--- config.mk ---
export PLATFORM = sky130hd
export DESIGN_NAME = idwt_2
export DESIGN_NICKNAME = d
export VERILOG_FILES = /design/src/rtl/idwt_2.sv
export SDC_FILE = /design/constraint.sdc
export NUM_CORES = 2
export LEC_CHECK = 0
export BUFFER_PORTS_ARGS = -buffer_cell sky130_fd_sc_hd__buf_2
export CAP_MARGIN = 20
export CELL_PAD_IN_SITES_DETAIL_PLACEMENT = 1
export CELL_PAD_IN_SITES_GLOBAL_PLACEMENT = 1
export CORE_AREA = 2 2 421 214
export CTS_CLUSTER_DIAMETER = 40
export CTS_CLUSTER_SIZE = 24
export DETAILED_ROUTE_END_ITERATION = 12
export DIE_AREA = 0 0 423 216
export PLACE_DENSITY_LB_ADDON = 0.1
export SLEW_MARGIN = 20
export SYNTH_ARGS = -nofsm -noshare
export SYNTH_HDL_FRONTEND = slang
export SYNTH_SLANG_ARGS = --single-unit
--- constraint.sdc ---
create_clock -name clk -period 24 [get_ports clk]
set_input_delay 3.6 -clock clk [delete_from_list [all_inputs] [get_ports clk]]
set_output_delay 3.6 -clock clk [all_outputs]
set_load 0.02 [all_outputs]
--- src/rtl/idwt_2.sv ---
// Level-2 inverse DWT: 6+6 parallel coefficients in, 12 serial samples out via 4-tap polyphase synthesis.
// Latency 2 cycles accept->first sample; in_ready only in IDLE or on the last sample slot, so blocks stream gaplessly.
module idwt_2 #(
  parameter int y_out = 25,
  parameter int c_in  = 9,
  parameter int LR0   = 124,
  parameter int LR1   = 214,
  parameter int LR2   = 57,
  parameter int LR3   = -33,
  parameter int HR0   = -33,
  parameter int HR1   = -57,
  parameter int HR2   = 214,
  parameter int HR3   = -124,
  parameter int SHIFT = 8
) (
  input  logic                    clk,
  input  logic                    rstn,
  input  logic                    Lo_D2_valid,
  input  logic signed [y_out-1:0] Lo_D2_c_y_6k,
  input  logic signed [y_out-1:0] Lo_D2_c_y_6k_1,
  input  logic signed [y_out-1:0] Lo_D2_c_y_6k_2,
  input  logic signed [y_out-1:0] Lo_D2_c_y_6k_3,
  input  logic signed [y_out-1:0] Lo_D2_c_y_6k_4,
  input  logic signed [y_out-1:0] Lo_D2_c_y_6k_5,
  input  logic                    Hi_D2_valid,
  input  logic signed [y_out-1:0] Hi_D2_c_y_6k,
  input  logic signed [y_out-1:0] Hi_D2_c_y_6k_1,
  input  logic signed [y_out-1:0] Hi_D2_c_y_6k_2,
  input  logic signed [y_out-1:0] Hi_D2_c_y_6k_3,
  input  logic signed [y_out-1:0] Hi_D2_c_y_6k_4,
  input  logic signed [y_out-1:0] Hi_D2_c_y_6k_5,
  output logic                    in_ready,
  output logic                    Lo_R_valid,
  output logic signed [y_out-1:0] Lo_R_y,
  output logic                    sync_err,
  output logic                    ovf_err
);

  localparam int PW = y_out + c_in;
  localparam int SW = PW + 2;
  localparam logic [0:0] IDLE = 1'b0;
  localparam logic [0:0] RUN  = 1'b1;

  typedef logic signed [y_out-1:0] smp_t;
  typedef logic signed [c_in-1:0]  coef_t;

  localparam coef_t K_LR0 = coef_t'(LR0);
  localparam coef_t K_LR1 = coef_t'(LR1);
  localparam coef_t K_LR2 = coef_t'(LR2);
  localparam coef_t K_LR3 = coef_t'(LR3);
  localparam coef_t K_HR0 = coef_t'(HR0);
  localparam coef_t K_HR1 = coef_t'(HR1);
  localparam coef_t K_HR2 = coef_t'(HR2);
  localparam coef_t K_HR3 = coef_t'(HR3);

  smp_t a_in [6];
  smp_t d_in [6];
  smp_t a_q [6];
  smp_t d_q [6];
  smp_t a_prev_q, d_prev_q;

  logic [0:0] state_q, state_d;
  logic [3:0] cnt_q, cnt_d;
  logic       rdy_en_q;
  logic       v1_q, vld_q;
  logic       sync_q, ovf_q;
  smp_t       y_q, y_d;

  logic signed [PW-1:0] p_q [4];
  logic signed [PW-1:0] p_d [4];
  logic signed [SW-1:0] sum;

  logic       both, accept, last;
  logic [2:0] n;
  smp_t       a_n, a_m1, d_n, d_m1;
  coef_t      k0, k1, k2, k3;

  always_comb begin
    a_in[0] = Lo_D2_c_y_6k;   d_in[0] = Hi_D2_c_y_6k;
    a_in[1] = Lo_D2_c_y_6k_1; d_in[1] = Hi_D2_c_y_6k_1;
    a_in[2] = Lo_D2_c_y_6k_2; d_in[2] = Hi_D2_c_y_6k_2;
    a_in[3] = Lo_D2_c_y_6k_3; d_in[3] = Hi_D2_c_y_6k_3;
    a_in[4] = Lo_D2_c_y_6k_4; d_in[4] = Hi_D2_c_y_6k_4;
    a_in[5] = Lo_D2_c_y_6k_5; d_in[5] = Hi_D2_c_y_6k_5;
  end

  always_comb begin
    both     = Lo_D2_valid & Hi_D2_valid;
    last     = (state_q == RUN) && (cnt_q == 4'd11);
    in_ready = rdy_en_q & ((state_q == IDLE) | last);
    accept   = both & in_ready;
    state_d  = state_q;
    cnt_d    = cnt_q;
    if (state_q == IDLE) begin
      if (accept) begin
        state_d = RUN;
        cnt_d   = 4'd0;
      end
    end else if (!last) begin
      cnt_d = cnt_q + 4'd1;
    end else if (accept) begin
      cnt_d = 4'd0;
    end else begin
      state_d = IDLE;
    end
  end

  // Stage 1: even/odd output phase selects the polyphase tap set for pair n.
  always_comb begin
    n    = cnt_q[3:1];
    a_n  = a_q[n];
    d_n  = d_q[n];
    a_m1 = (n == 3'd0) ? a_prev_q : a_q[n - 3'd1];
    d_m1 = (n == 3'd0) ? d_prev_q : d_q[n - 3'd1];
    if (cnt_q[0]) begin
      k0 = K_LR1; k1 = K_LR3; k2 = K_HR1; k3 = K_HR3;
    end else begin
      k0 = K_LR0; k1 = K_LR2; k2 = K_HR0; k3 = K_HR2;
    end
    p_d[0] = PW'(a_n)  * PW'(k0);
    p_d[1] = PW'(a_m1) * PW'(k1);
    p_d[2] = PW'(d_n)  * PW'(k2);
    p_d[3] = PW'(d_m1) * PW'(k3);
  end

  // Stage 2: floor shift, then wrap to the output width.
  always_comb begin
    sum = SW'(p_q[0]) + SW'(p_q[1]) + SW'(p_q[2]) + SW'(p_q[3]);
    y_d = smp_t'(sum >>> SHIFT);
  end

  always_ff @(posedge clk) begin
    for (int i = 0; i < 6; i++) begin
      if (accept) begin
        a_q[i] <= a_in[i];
        d_q[i] <= d_in[i];
      end
    end
    for (int i = 0; i < 4; i++) p_q[i] <= p_d[i];
  end

  always_ff @(posedge clk) begin
    if (!rstn) begin
      state_q  <= IDLE;
      cnt_q    <= 4'd0;
      rdy_en_q <= 1'b0;
      a_prev_q <= '0;
      d_prev_q <= '0;
      v1_q     <= 1'b0;
      vld_q    <= 1'b0;
      y_q      <= '0;
      sync_q   <= 1'b0;
      ovf_q    <= 1'b0;
    end else begin
      state_q  <= state_d;
      cnt_q    <= cnt_d;
      rdy_en_q <= 1'b1;
      if (last) begin
        a_prev_q <= a_q[5];
        d_prev_q <= d_q[5];
      end
      v1_q  <= (state_q == RUN);
      vld_q <= v1_q;
      if (v1_q) y_q <= y_d;
      sync_q <= sync_q | (Lo_D2_valid ^ Hi_D2_valid);
      ovf_q  <= ovf_q | (both & ~in_ready);
    end
  end

  assign Lo_R_valid = vld_q;
  assign Lo_R_y     = y_q;
  assign sync_err   = sync_q;
  assign ovf_err    = ovf_q;

endmodule

**Word level (Yosys, flattened, before mapping)**

Memories as Yosys holds them, arrays and structs flattened. A register that Yosys moved wholly into a read port is not among the register bits.
Cells that the tools add are included.
Widths: inputs -> output; s select.

- Flip-flop bits (word level): 35
- Memory bits (writable): 436
- Input port bits: 304
- Word-level logic and storage cells: 51
- Memories: 3

Memory list:

| memory | words | bits a word | read ports | clocked after Yosys merged registers in | wr ports | RTL line | text |
|---|---|---|---|---|---|---|---|
| a_q | 6 | 25 | 3 | 2 | 6 | 58 | `smp_t a_q [6];` |
| d_q | 6 | 25 | 3 | 2 | 6 | 59 | `smp_t d_q [6];` |
| p_q | 4 | 34 | 4 | 0 | 4 | 69 | `logic signed [PW-1:0] p_q [4];` |

- $add $sub $neg: 5
- Multipliers: 4
- Equal/unequal tests: 1
- Multiplexer cells: 16
- Bitwise operators: 10
- Reduce and logical (&&, ||, !) cells: 4

Operators with widths:

| kind | count |
|---|---|
| $mul 25x9->34 | 3 |
| $add 33x33->33 | 3 |
| $mux 25 | 2 |
| $mul 25x7->32 | 1 |
| $mux 9 | 2 |
| $mux 4 | 3 |
| $mux 8 | 1 |
| $mux 3 | 2 |
| $mux 1 | 5 |
| $mux 5 | 1 |
| $add 4x1->4 const B | 1 |
| $and 1x1->1 | 4 |
| $eq 4x4->1 const B | 1 |
| $logic_not 3->1 | 1 |
| $or 1x1->1 | 3 |
| $sub 3x1->3 const B | 1 |
| $logic_not 1->1 | 2 |
| $not 1->1 | 2 |
| $logic_and 1x1->1 | 1 |
| $xor 1x1->1 | 1 |

**Depth between registers and ports, before layout**

- Word-level depth: 9
- Gate-level depth with buffers: 35
- Gate-level depth less buffers: 28

**Worst setup path after synthesis**

Ideal clock, no wire load.

- Path kind: input to register
- Start: input Lo_D2_valid
- End: register cnt_q[0]
- Setup time: 122 ps
- Arrival: 10193 ps
- Path slack: 13685 ps
- Stages: 6
- Cell sequence: ha_1 nand2_1 inv_1 a21oi_1 a21oi_1 nor2b_1

- Cells in the longest elaborated chain, start to end: 5

RTL lines:

| element | RTL line | text |
|---|---|---|
| start: declaration | 18 | `input logic Lo_D2_valid,` |
| $and 1x1->1 * | 88 | `both = Lo_D2_valid & Hi_D2_valid;` |
| $and 1x1->1 * | 91 | `accept = both & in_ready;` |
| via accept | 73 | `logic both, accept, last;` |
| $mux 4 * | -- |  |
| $mux 4 | -- |  |
| $mux 4 * | -- |  |
| end signal: assignment | 156 | `cnt_q <= cnt_d;` |
| end: declaration | 63 | `logic [3:0] cnt_q, cnt_d;` |

Mark *: on every way through the listed nets, which the timed path passes. The rest lies on a longest branch.
A chain may end at the register's enable or synchronous reset.

==> reports/summary.log <==
INFO  outcome        outcome=finished clean
INFO  worst_hold_path holdCritStartpoint=Lo_R_y[4]
INFO  place          place.detailed.hpwl=104000um
INFO  power          power_density=85.92nW/um^2
INFO  yosys          async_flop_share=0
INFO  cells_and_area areaGrowthSynthToFinish=12.36%
INFO  global_route   grt_overflow_total=0
INFO  timing         final-hold-violation-count=0
INFO  worst_setup_path critical_path.max_fanout=50
INFO  timing         finalCritPeriodShare=0.3985
INFO  global_route   antenna_found_initial=8
INFO  worst_setup_path worst_ep_required=24.53ns
INFO  die            die-height=216um
INFO  clocking       clkSlewWorstSetupHoldPaths=0.07ns
INFO  route          first_pass_iters=7
INFO  power          vdd_ir_drop_max=0.06429mV
INFO  timing         setup_viol=0
INFO  route          post_drt_via_cell_ratio=5.382
INFO  worst_hold_path min-delay-path-class=register to register
INFO  yosys          synth.most_common_cell=inv_1
INFO  place          place_congestion=0.8731
INFO  clocking       ctsHoldBuffers=0
INFO  worst_setup_path worst_setup_path_end_kind=register
INFO  timing         fin_setup_tns=0ns
INFO  timing         clock_skew=0.04861ns
INFO  yosys          synth_top_cell_area_share=0.2459
INFO  cells_and_area final_util=0.5592
INFO  place          place.port_buffers=332
INFO  timing         relSlewSlack=0.2300
INFO  worst_setup_path crit_path_launch=cnt_q[1]
INFO  global_route   grt_pass1_vias=32795
INFO  yosys          synth.cells.most_frequent=794 x inv_1, 536 x fa_1, 395 x ha_1
INFO  route          post-route-drc-count=0
INFO  die            die_width=423um
INFO  global_route   grt_pass1_wl=199500um
INFO  timing         worst-slew-pin-transition=1.143ns
INFO  timing         final.min_clock_period=9.563ns
INFO  worst_setup_path regToRegStartpoint=cnt_q[1]
INFO  cells_and_area final_nets=5493
INFO  clocking       clock_path_buffers=3
INFO  yosys          synth_enable_flop_cells=300
INFO  yosys          synthesis.instances=3938
INFO  clocking       cts.root.buffer_cell=clkbuf_16
INFO  die            rows=77
INFO  clocking       cts_inserted_buffers=67
INFO  clocking       cts-htree-levels=3
INFO  timing         grt_setup_unrepaired=false
INFO  die            design.die.area=91370um^2
INFO  yosys          ys_seq_elements=514
INFO  route          first_iter_violations=2176
INFO  run            max_cap_viol_count=0
INFO  yosys          synthesis.area_per_instance=11.08um^2
INFO  worst_setup_path critical_path_arrival=10.09ns
INFO  route          ant_nets=0
INFO  route          wirelength=127400um
INFO  clocking       clock_latency_late_sink=0.69ns
INFO  yosys          synth_seq_area_share=0.3046
INFO  cells_and_area drive_above_1_share=0.1442
INFO  yosys          synth_cell_types=77
INFO  route          via_count=29641
INFO  clocking       numClockSinks=514
INFO  global_route   total_routing_usage_reported_by_global_routing=0.2894
INFO  yosys          synthDominantAreaCellType=fa_1
INFO  power          total_leakage_power=23.29nW
INFO  clocking       cts_setup_buffers=0
INFO  die            initial_core_utilization=0.4977
INFO  die            top_level_ports=333
INFO  yosys          yosysWarnings=0
INFO  global_route   maximum_number_of_pins_on_one_net_before_global_route_repair=170
INFO  worst_setup_path timing.critical_path.from_type=register
INFO  yosys          syn_area=43630um^2
INFO  clocking       cts-resized-gates=0
INFO  worst_setup_path worstSetupPathType=register to register
INFO  yosys          synth_area_leaders=fa_1 25%, edfxtp_1 21%, ha_1 11%, dfxtp_1 9.8%, inv_1 6.8%
INFO  die            core_area=87670um^2
INFO  timing         report.final.slew_viol_count=0
INFO  timing         max_freq=104.6MHz
INFO  route          routedWlPerCell=23.14um
INFO  clocking       clock_tree_from_tritoncts=built
INFO  yosys          dominantRegCellSynth=edfxtp_1
## stage by stage
stage / total power [mW] / cell area, um^2 / setup WS [ns] / instances / hold slack [ns]
CTS: 4.216 / 48990 / 14.48 / 5496 / 0.4595
finish: 4.213 / 49030 / 14.44 / 5507 / 0.4514
global placement: 3.044 / 46580 / 14.89 / 5373 / 0.4360
detailed placement: 3.105 / 46580 / 14.64 / 5373 / 0.4399
floorplan: 2.493 / 43650 / 13.69 / 3941 / 0.4439
global route: 4.492 / 49020 / 13.85 / 5505 / 0.4893
## final timing paths
path	to	slack (ns)	depth (start not counted)
worst min register to register	Lo_R_y[4]	0.45	2
worst max register to register	p_q[1][31]	14.44	26
worst min-delay path	Lo_R_y[4]	0.45	2
worst max-delay path	p_q[1][31]	14.44	26
## cells in the final DEF (no fill, tap or decap), types with 12 or more instances in the layout
master,Yosys,layout
o21bai_1,33,33
xor2_1,34,34
a21oi_1,161,161
nand2b_1,15,15
mux2i_1,109,109
clkbuf_16,0,70
edfxtp_1,300,300
nor3_1,17,17
nor2_1,217,216
a211oi_1,59,59
a21o_1,51,51
dfxtp_1,214,210
inv_1,794,793
mux4_2,100,100
buf_2,15,332
o21a_1,12,12
fa_1,536,536
nand2_1,310,310
ha_1,395,394
and3_1,17,17
o21ai_0,94,91
buf_4,10,26
a21boi_0,52,52
nor2b_1,32,30
nand3_1,30,30
xnor2_1,121,121
## final cells by class
class | instances | area (um^2)
antenna | 10 | 25.02
clock inverter | 43 | 558.0
fill | 9397 | 38650
multi-input combinational | 2518 | 26910
clock buffer | 80 | 1849
sequential | 514 | 13310
inverter | 796 | 2997
tap | 1185 | 1483
timing repair buffer | 361 | 1896
## layer usage
layer  GRT usage  part of all wire
met1      0.4251              0.48
met2      0.4354              0.44
met3     0.06476             0.065
met4     0.07141             0.024
met5           0                 0
## logic make-up (layout without fill, tap and decap cells)
group / after synthesis / count (layout) / synth area share
adders and majority gates: 931 / 931 / 0.3592
buffers and inverters: 909 / 1280 / 0.07966
and+or+nand+nor: 680 / 680 / 0.06647
AOI/OAI and AO/OA: 535 / 535 / 0.08083
DFF: 514 / 514 / 0.3046
muxes: 212 / 212 / 0.07765
xor gates and xnor gates: 156 / 156 / 0.03149
other: 1 / 14 / 0.00008594
## critical path: stages (launching register included)
cell	delay (ns)
dfxtp_4	0.42
buf_4	0.62
buf_4	0.78
buf_4	0.82
mux4_2	0.60
nor2_1	0.13
a211oi_1	0.08
a21oi_1	0.73
inv_1	0.21
nand2_1	0.25
inv_1	0.08
fa_1	0.47
fa_1	0.53
fa_1	0.56
inv_1	0.05
fa_1	0.48
inv_1	0.05
ha_1	0.28
ha_1	0.37
and3_1	0.23
nand3_1	0.16
a211oi_1	0.51
o31ai_1	0.19
o21a_1	0.25
o21ai_0	0.18
a21oi_1	0.10
xnor2_1	0.13
## report_power, final
part,internal [mW],switching [mW]
clock,0.596,0.482
sequential,1.04,0.0747
combinational,0.829,1.19
## flip-flops by register name, indices dropped and copies added, names as in the netlist
register    count
a_q           150
d_q           150
p_q           129
Lo_R_y         25
a_prev_q       25
d_prev_q       25
cnt_q           4
Lo_R_valid      1
ovf_err         1
rdy_en_q        1
state_q         1
sync_err        1
v1_q            1
(Power assumes the default switching activity.)
